`src/rtl/sys_bridge_n_pkg.sv`:
```
`default_nettype none
// ----------------------------------------------------------------------------
// sys_bridge_n_pkg : shared encodings, default slot map and helpers -- rev 1.0
// ----------------------------------------------------------------------------
package sys_bridge_n_pkg;

  localparam logic [1:0] ST_IDLE   = 2'd0;
  localparam logic [1:0] ST_ACCESS = 2'd1;
  localparam logic [1:0] ST_DONE   = 2'd2;
  localparam logic [1:0] ST_ERR    = 2'd3;

  localparam logic [1:0] CAUSE_NONE     = 2'b00;
  localparam logic [1:0] CAUSE_UNMAPPED = 2'b01;
  localparam logic [1:0] CAUSE_TIMEOUT  = 2'b10;

  localparam logic [31:0] COUNTER_BASE = 32'h0000_7F00;
  localparam logic [31:0] SWITCH_BASE  = 32'h0000_7F10;
  localparam logic [31:0] LED_BASE     = 32'h0000_7F20;
  localparam logic [31:0] DEV_MASK_DEF = 32'hFFFF_FFF0;

  localparam int DEF_TO_W    = 8;
  localparam int DEF_TIMEOUT = 255;

  typedef struct packed {
    logic [31:0] addr;
    logic [31:0] wd;
    logic [3:0]  be;
    logic        wr;
  } req_t;

  function automatic logic slot_match(input logic [31:0] addr,
                                      input logic [31:0] base,
                                      input logic [31:0] mask);
    return (addr & mask) == (base & mask);
  endfunction

endpackage
`default_nettype wire

```
`src/rtl/sys_bridge_n_if.sv`:
```
`default_nettype none
// ----------------------------------------------------------------------------
// sys_bridge_n_if : CPU and device-side bus bundle (BRIDGE_ERR_CAPTURE_EN adds
// error-capture signals) -- rev 1.0
// ----------------------------------------------------------------------------
interface sys_bridge_n_if #(
  parameter int N_DEV = 3
);
  logic                PrReq;
  logic [31:0]         PrAddr;
  logic [31:0]         PrWD;
  logic                PrWr;
  logic [3:0]          PrBE;
  logic [31:0]         PrRD;
  logic                PrReady;
  logic                PrErr;
  logic [31:0]         DEV_Addr;
  logic [31:0]         DEV_WD;
  logic [3:0]          DEV_BE;
  logic [N_DEV-1:0]    DEV_Sel;
  logic [N_DEV-1:0]    DEV_Wr;
  logic [32*N_DEV-1:0] DEV_RD;
  logic [N_DEV-1:0]    DEV_Ack;
`ifdef BRIDGE_ERR_CAPTURE_EN
  logic [31:0]         ErrAddr;
  logic [1:0]          ErrCause;
  logic                ErrClr;

  modport slave (
    input  PrReq, PrAddr, PrWD, PrWr, PrBE, DEV_RD, DEV_Ack, ErrClr,
    output PrRD, PrReady, PrErr, DEV_Addr, DEV_WD, DEV_BE, DEV_Sel, DEV_Wr,
           ErrAddr, ErrCause
  );
  modport master (
    output PrReq, PrAddr, PrWD, PrWr, PrBE, DEV_RD, DEV_Ack, ErrClr,
    input  PrRD, PrReady, PrErr, DEV_Addr, DEV_WD, DEV_BE, DEV_Sel, DEV_Wr,
           ErrAddr, ErrCause
  );
`else
  modport slave (
    input  PrReq, PrAddr, PrWD, PrWr, PrBE, DEV_RD, DEV_Ack,
    output PrRD, PrReady, PrErr, DEV_Addr, DEV_WD, DEV_BE, DEV_Sel, DEV_Wr
  );
  modport master (
    output PrReq, PrAddr, PrWD, PrWr, PrBE, DEV_RD, DEV_Ack,
    input  PrRD, PrReady, PrErr, DEV_Addr, DEV_WD, DEV_BE, DEV_Sel, DEV_Wr
  );
`endif
endinterface
`default_nettype wire

```
`src/rtl/sys_bridge_n_decode.sv`:
```
`default_nettype none
// ----------------------------------------------------------------------------
// sys_bridge_n_decode : base/mask address decode, lowest slot wins -- rev 1.0
// ----------------------------------------------------------------------------
module sys_bridge_n_decode
  import sys_bridge_n_pkg::*;
#(
  parameter int                  N_DEV    = 3,
  parameter logic [32*N_DEV-1:0] DEV_BASE = '0,
  parameter logic [32*N_DEV-1:0] DEV_MASK = '0
) (
  input  logic [31:0]      addr_i,
  output logic [N_DEV-1:0] hit_vec_o,
  output logic             hit_o
);

  logic [N_DEV-1:0] raw_hit;

  for (genvar i = 0; i < N_DEV; i++) begin : g_slot
    assign raw_hit[i] = slot_match(addr_i, DEV_BASE[32*i +: 32], DEV_MASK[32*i +: 32]);
  end

  // Scan high to low so the lowest matching index is the one left standing.
  always_comb begin
    hit_vec_o = '0;
    for (int i = N_DEV - 1; i >= 0; i--) begin
      if (raw_hit[i]) begin
        hit_vec_o = N_DEV'(1) << i;
      end
    end
  end

  assign hit_o = |raw_hit;

endmodule
`default_nettype wire

```
`src/rtl/sys_bridge_n.sv`:
```
`default_nettype none
// ----------------------------------------------------------------------------
// sys_bridge_n : clocked CPU-to-device bridge with wait states, timeout and bus
// error; define BRIDGE_ERR_CAPTURE_EN for sticky error capture -- rev 1.0
// ----------------------------------------------------------------------------
module sys_bridge_n
  import sys_bridge_n_pkg::*;
#(
  parameter int                  N_DEV    = 3,
  parameter logic [32*N_DEV-1:0] DEV_BASE = {LED_BASE, SWITCH_BASE, COUNTER_BASE},
  parameter logic [32*N_DEV-1:0] DEV_MASK = {N_DEV{DEV_MASK_DEF}},
  parameter int                  TO_W     = DEF_TO_W,
  parameter int                  TIMEOUT  = DEF_TIMEOUT
) (
  input logic           clk,
  input logic           reset,
  sys_bridge_n_if.slave bus
);

  localparam logic [TO_W-1:0] TO_LAST = TO_W'((TIMEOUT == 0) ? 0 : TIMEOUT - 1);

  logic [1:0]       state_q, state_d;
  logic [TO_W-1:0]  timer_q, timer_d;
  req_t             req_q;
  logic [N_DEV-1:0] sel_q;
  logic [31:0]      rd_q;

  logic [N_DEV-1:0] dec_hit_vec;
  logic             dec_hit;
  logic             sel_ack;
  logic [31:0]      sel_rd;
  logic             to_expire;
  logic             in_access;

  sys_bridge_n_decode #(
    .N_DEV    (N_DEV),
    .DEV_BASE (DEV_BASE),
    .DEV_MASK (DEV_MASK)
  ) u_decode (
    .addr_i    (bus.PrAddr),
    .hit_vec_o (dec_hit_vec),
    .hit_o     (dec_hit)
  );

  always_comb begin
    sel_rd = '0;
    for (int i = 0; i < N_DEV; i++) begin
      if (sel_q[i]) begin
        sel_rd = sel_rd | bus.DEV_RD[32*i +: 32];
      end
    end
  end

  // Only the selected slot may complete the access; strays on other slots are masked.
  assign sel_ack   = |(bus.DEV_Ack & sel_q);
  assign to_expire = (TIMEOUT != 0) && (timer_q == TO_LAST);
  assign in_access = (state_q == ST_ACCESS);

  always_comb begin
    state_d = state_q;
    timer_d = timer_q;
    case (state_q)
      ST_IDLE: begin
        timer_d = '0;
        if (bus.PrReq) begin
          state_d = dec_hit ? ST_ACCESS : ST_ERR;
        end
      end
      ST_ACCESS: begin
        if (sel_ack) begin
          state_d = ST_DONE;
        end else if (to_expire) begin
          state_d = ST_ERR;
        end else begin
          timer_d = timer_q + TO_W'(1);
        end
      end
      default: begin
        state_d = ST_IDLE;
        timer_d = '0;
      end
    endcase
  end

  always_ff @(posedge clk or posedge reset) begin
    if (reset) begin
      state_q <= ST_IDLE;
      timer_q <= '0;
      req_q   <= '0;
      sel_q   <= '0;
      rd_q    <= '0;
    end else begin
      state_q <= state_d;
      timer_q <= timer_d;
      if ((state_q == ST_IDLE) && bus.PrReq) begin
        req_q.addr <= bus.PrAddr;
        req_q.wd   <= bus.PrWD;
        req_q.be   <= bus.PrBE;
        req_q.wr   <= bus.PrWr;
        sel_q      <= dec_hit_vec;
      end
      // Read data is held until the next read completes; an error zeroes it.
      if (in_access && sel_ack && !req_q.wr) begin
        rd_q <= sel_rd;
      end else if (state_d == ST_ERR) begin
        rd_q <= '0;
      end
    end
  end

  assign bus.PrRD     = rd_q;
  assign bus.PrReady  = (state_q == ST_DONE) || (state_q == ST_ERR);
  assign bus.PrErr    = (state_q == ST_ERR);
  assign bus.DEV_Addr = in_access ? req_q.addr : '0;
  assign bus.DEV_WD   = in_access ? req_q.wd   : '0;
  assign bus.DEV_BE   = in_access ? req_q.be   : '0;
  assign bus.DEV_Sel  = in_access ? sel_q      : '0;
  assign bus.DEV_Wr   = in_access ? (sel_q & {N_DEV{req_q.wr}}) : '0;

`ifdef BRIDGE_ERR_CAPTURE_EN
  logic [31:0] err_addr_q;
  logic [1:0]  err_cause_q;

  // First error is sticky until cleared; a clear beats a same-cycle capture.
  always_ff @(posedge clk or posedge reset) begin
    if (reset) begin
      err_addr_q  <= '0;
      err_cause_q <= CAUSE_NONE;
    end else if (bus.ErrClr) begin
      err_addr_q  <= '0;
      err_cause_q <= CAUSE_NONE;
    end else if ((state_d == ST_ERR) && (err_cause_q == CAUSE_NONE)) begin
      err_addr_q  <= (state_q == ST_IDLE) ? bus.PrAddr : req_q.addr;
      err_cause_q <= (state_q == ST_IDLE) ? CAUSE_UNMAPPED : CAUSE_TIMEOUT;
    end
  end

  assign bus.ErrAddr  = err_addr_q;
  assign bus.ErrCause = err_cause_q;
`endif

endmodule
`default_nettype wire

```
`src/flat_wrapper.sv`:
```
// flat-port wrapper written by rule: the top's interface ports become plain ports
module sys_bridge_n_flat import sys_bridge_n_pkg::*;
#(
  parameter int                  N_DEV    = 3,
  parameter logic [32*N_DEV-1:0] DEV_BASE = {LED_BASE, SWITCH_BASE, COUNTER_BASE},
  parameter logic [32*N_DEV-1:0] DEV_MASK = {N_DEV{DEV_MASK_DEF}},
  parameter int                  TO_W     = DEF_TO_W,
  parameter int                  TIMEOUT  = DEF_TIMEOUT
)
  (clk, reset, bus_PrReq, bus_PrAddr, bus_PrWD, bus_PrWr, bus_PrBE, bus_DEV_RD, bus_DEV_Ack, bus_PrRD, bus_PrReady, bus_PrErr, bus_DEV_Addr, bus_DEV_WD, bus_DEV_BE, bus_DEV_Sel, bus_DEV_Wr);
  sys_bridge_n_if #(.N_DEV(N_DEV)) bus_i ();
  input logic clk;
  input logic reset;
  input wire logic [$bits(bus_i.PrReq)-1:0] bus_PrReq;
  input wire logic [$bits(bus_i.PrAddr)-1:0] bus_PrAddr;
  input wire logic [$bits(bus_i.PrWD)-1:0] bus_PrWD;
  input wire logic [$bits(bus_i.PrWr)-1:0] bus_PrWr;
  input wire logic [$bits(bus_i.PrBE)-1:0] bus_PrBE;
  input wire logic [$bits(bus_i.DEV_RD)-1:0] bus_DEV_RD;
  input wire logic [$bits(bus_i.DEV_Ack)-1:0] bus_DEV_Ack;
  output wire logic [$bits(bus_i.PrRD)-1:0] bus_PrRD;
  output wire logic [$bits(bus_i.PrReady)-1:0] bus_PrReady;
  output wire logic [$bits(bus_i.PrErr)-1:0] bus_PrErr;
  output wire logic [$bits(bus_i.DEV_Addr)-1:0] bus_DEV_Addr;
  output wire logic [$bits(bus_i.DEV_WD)-1:0] bus_DEV_WD;
  output wire logic [$bits(bus_i.DEV_BE)-1:0] bus_DEV_BE;
  output wire logic [$bits(bus_i.DEV_Sel)-1:0] bus_DEV_Sel;
  output wire logic [$bits(bus_i.DEV_Wr)-1:0] bus_DEV_Wr;
  assign bus_i.PrReq = bus_PrReq;
  assign bus_i.PrAddr = bus_PrAddr;
  assign bus_i.PrWD = bus_PrWD;
  assign bus_i.PrWr = bus_PrWr;
  assign bus_i.PrBE = bus_PrBE;
  assign bus_i.DEV_RD = bus_DEV_RD;
  assign bus_i.DEV_Ack = bus_DEV_Ack;
  assign bus_PrRD = bus_i.PrRD;
  assign bus_PrReady = bus_i.PrReady;
  assign bus_PrErr = bus_i.PrErr;
  assign bus_DEV_Addr = bus_i.DEV_Addr;
  assign bus_DEV_WD = bus_i.DEV_WD;
  assign bus_DEV_BE = bus_i.DEV_BE;
  assign bus_DEV_Sel = bus_i.DEV_Sel;
  assign bus_DEV_Wr = bus_i.DEV_Wr;
  sys_bridge_n #(.N_DEV(N_DEV), .DEV_BASE(DEV_BASE), .DEV_MASK(DEV_MASK), .TO_W(TO_W), .TIMEOUT(TIMEOUT)) u_core (.clk(clk), .reset(reset), .bus(bus_i));
endmodule
```
`config.mk`:
```
export PLATFORM = sky130hd
export DESIGN_NAME = sys_bridge_n_flat
export DESIGN_NICKNAME = d
export VERILOG_FILES = /design/src/rtl/sys_bridge_n_pkg.sv /design/src/rtl/sys_bridge_n_if.sv /design/src/rtl/sys_bridge_n_decode.sv /design/src/rtl/sys_bridge_n.sv /design/src/flat_wrapper.sv
export SDC_FILE = /design/constraint.sdc
export NUM_CORES = 1
export LEC_CHECK = 0
export ABC_CLOCK_PERIOD_IN_PS = 6800
export BUFFER_PORTS_ARGS = -buffer_cell sky130_fd_sc_hd__buf_2
export CAP_MARGIN = 20
export CELL_PAD_IN_SITES_DETAIL_PLACEMENT = 1
export CELL_PAD_IN_SITES_GLOBAL_PLACEMENT = 2
export CORE_MARGIN = 10
export CORE_UTILIZATION = 28
export CTS_CLUSTER_DIAMETER = 80
export DETAILED_ROUTE_END_ITERATION = 10
export PLACE_DENSITY = 0.95
export REMOVE_ABC_BUFFERS = 1
export SLEW_MARGIN = 20
export SYNTH_ARGS = -nofsm -noshare
export SYNTH_HDL_FRONTEND = slang
export SYNTH_SLANG_ARGS = --single-unit
```
`constraint.sdc`:
```
create_clock -name clk -period 6.8 [get_ports clk]
set_input_delay 0.68 -clock clk [delete_from_list [all_inputs] [get_ports clk]]
set_output_delay 0.68 -clock clk [all_outputs]
set_load 0.01 [all_outputs]
```
==> reports/qor.csv <==
stage;metric;value;unit
grt;pin count of the biggest net entering global routing;75;
placed_design;final RePlAce weighted congestion;0.848;
timing;setup repair after global routing missed its margin;false;
timing;period utilisation layout;0.424;
layout;share of final-layout standard cells stronger than drive strength 1;0.407;
grt;global-route congestion overflow total;0;
yosys;post-synthesis xor/xnor area fraction;0.00924;
timing;Finish-stage setup viols;0;
timing;Final Hold Vio Count;0;
power;PnR Total Power;0.00278;W
yosys;Primary FF master, synth;dfrtp_1;
clocking;number of H-tree branching levels;4;
clocking;quantity of gates resized following cts;0;
critical_path;largest stage delay on the critical path;500;ps
drt;count of antenna-violating nets left after detailed routing;0;
floorplan;floorplan die area;26400;um2
drt;via count;5500;
yosys;mux contribution to synthesized area;0;
timing;max-slew headroom at the worst pin;0.459;
yosys;synthesized flop and latch total;114;
clocking;Max Buffers Root-to-Sink;2;
timing;f_max;347;MHz
yosys;adder-cell share of the synthesized area;0.00440;
timing;Worst Slack Setup Final;3920;ps
yosys;instance count of the mapped netlist;610;
grt;GRT Resource Usage Total;0.159;
drt;routed wire length;21.7;mm
clocking;clock slew seen by the registers of the worst setup and hold paths;50;ps
yosys;main combinational cell family by area after synthesis;simple AND/OR/NAND/NOR gates;
placed_design;half-perimeter wire length after detailed placement;16.1;mm
critical_path;Startpoint Class;register;
power;cell leakage power;4.12;nW
outcome;run status;finished, final reports clean;
floorplan;Placeable Area;20100;um2
placed_design;Post-Place Worst Slack;3340;ps
critical_path;cells along the critical path;nor2b_4, buf_4, and2_1, buf_2;
clocking;Clk Tree Root Cell;clkbuf_16;
clocking;TritonCTS Sinks;114;
power;total power density per cell area;356;nW/um2
timing;transition at the pin with the smallest max-transition slack;811;ps
timing;Max Transition Viols Final;0;
clocking;total clock buffers created by CTS;17;
clocking;hold buffers post-CTS;0;
floorplan;number of placed I/O pins;279;
floorplan;number of placement rows;52;
layout;Layout fillers;2437;
yosys;EDFF count, synth;0;
critical_path;worst path required time;6120;ps
flow_run;max_cap viols;0;
floorplan;starting utilization of the core area;0.283;
yosys;Yosys Warn Count;0;
drt;first-pass iteration count of the detailed router;5;
floorplan;Die Height;162;um
drt;Detailed Route Iter0 Violations;365;
critical_path;Arrival @ worst endpoint;2200;ps
placed_design;Port-buffer cells;278;
layout;number of nets in the layout;1039;
floorplan;x dimension of the die;162;um
clocking;later-pin clock latency in the skew report;410;ps
drt;average wire length per cell after detail routing;18.9;um
critical_path;type of destination of the critical path;primary output;
yosys;number of different library cells in the post-synthesis netlist;40;
grt;vias in the first global route;5886;
timing;setup skew after layout;5.58;ps
critical_path;family with the most delay on the worst path;simple AND/OR/NAND/NOR gates;
drt;final routed DRC violation total;0;
min_path;worst hold-check path type;in -> async;
grt;wire length of the first global-routing pass;33.7;mm
critical_path;Buf+Inv Stages, Crit Path;2;
power;Worst IR Drop VDD;0.000161;V
critical_path;Worst Path Max Fanout;52;
critical_path;standard cell with the maximum stage delay on the critical path;nor2b_4;
yosys;sequential share of the synthesized area;0.502;
yosys;post-synthesis async set-or-reset flop share;1.00;
timing;setup total negative slack;0;ps
yosys;complex-gate fraction of the synthesized area;0.149;
timing;smallest hold slack;377;ps
yosys;Mapped Avg Cell Area;9.32;um2
clocking;CTS tree;done;
layout;layout overhead on the synthesized area;37.6;%
clocking;setup fix buffers added after clock tree synthesis;0;
yosys;total standard cell area after synthesis;5680;um2
grt;number of antenna violations at the first check in global routing;4;
critical_path;Critical Setup Path Class;reg -> out;
yosys;post-synthesis share of cell area spent on and, or, nand and nor gates;0.290;
drt;post-detailed-route via-to-cell ratio;4.78;
timing;clock period minus worst slack;2880;ps
## per-layer routing
layer  vias to the layer above  share of wire  track usage
met5                         -         0.0022            0
met2                       251           0.47        0.262
met3                        17           0.12       0.0779
met1                      2621           0.40        0.181
li1                       2605              -            -
met4                         6         0.0087       0.0430
## cell type report
type	count	area [um2]	area share
sequential	114	2850	0.365
multi-input combinational	442	2580	0.330
timing repair buffer	289	1470	0.188
clock buffer	22	454	0.0581
tap	270	338	0.0432
clock inverter	10	110	0.0141
inverter	2	10.0	0.00128
antenna	1	2.50	0.000320
## flip-flops by register name (all words and copies together) (netlist names)
signal	count
u_core.req_q	69
u_core.sel_q	3
u_core.timer_q	8
u_core.bus.PrRD	32
u_core.state_q	2
## layout by cell type, fill, tap and decap left out, drive strengths merged, types with 2 or more instances in the layout
cell / instances
nand3: 33
buf: 288
o211ai: 3
nand2: 217
ha: 2
clkbuf: 23
nand4: 3
and2: 74
clkinvlp: 4
a222oi: 33
o22ai: 32
nor2: 8
inv: 2
or4b: 2
bufinv: 2
clkinv: 4
o2111ai: 2
dfrtp: 114
or3: 2
xor2: 5
nor4: 4
and3: 7
o21ai: 2
## worst reg2reg max path, cell delays in order, from the launching register on
cell      delay (ps)
dfrtp_2          640
a222oi_1         400
buf_2            240
or3_2            260
buf_4            580
nand3_1          210
o22ai_2          180
## path summary, 6_finish.rpt
kind / cells after the start / endpoint / from / slack [ps]
setup / recovery: 4 / bus_DEV_Addr[16] / u_core.state_q[1] / 3920
hold / removal: 2 / u_core.bus.PrRD[24] / reset / 380
setup reg to reg: 6 / u_core.bus.PrRD[3] / u_core.sel_q[1] / 4200
hold reg to reg: 2 / u_core.req_q[23] / u_core.req_q[23] / 460
max in group asynchronous: 3 / u_core.req_q[46] / reset / 5140
min in group clk: 3 / u_core.req_q[21] / bus_PrWD[16] / 460
## kinds of logic (layout without fill, tap and decap cells)
| logic type | count (synthesis) | after routing |
|---|---|---|
| fa+ha+maj | 2 | 2 |
| buf+inv | 54 | 323 |
| xor+xnor | 6 | 6 |
| other cells | 0 | 1 |
| compound gates | 79 | 79 |
| flops | 114 | 114 |
| simple gates | 355 | 355 |
## where the power goes
group | switching (W) | internal [W]
sequential | 0.000102 | 0.000885
clock | 0.000322 | 0.000546
combinational | 0.000564 | 0.000362
total | 0.000988 | 0.00179
## per-stage QoR
stage,cells,util,instance area (um2)
floorplan,558,-,5430
global placement,1115,0.360,7240
detailed placement,1115,0.360,7240
CTS,1147,0.388,7810
global route,1150,0.389,7820
finish,1150,0.389,7820
## synthesized netlist by cell type (all sizes together) (4+ instances only)
library cell  count  area, um2
nand2           217        815
dfrtp           114       2850
and2             74        463
clkbuf           34        135
a222oi           33        330
nand3            33        165
o22ai            32        388
buf              18        118
nor2              8       30.0
and3              7       43.8
xor2              5       43.8
nor4              4       40.0
Power figures use the tool's default switching activity.
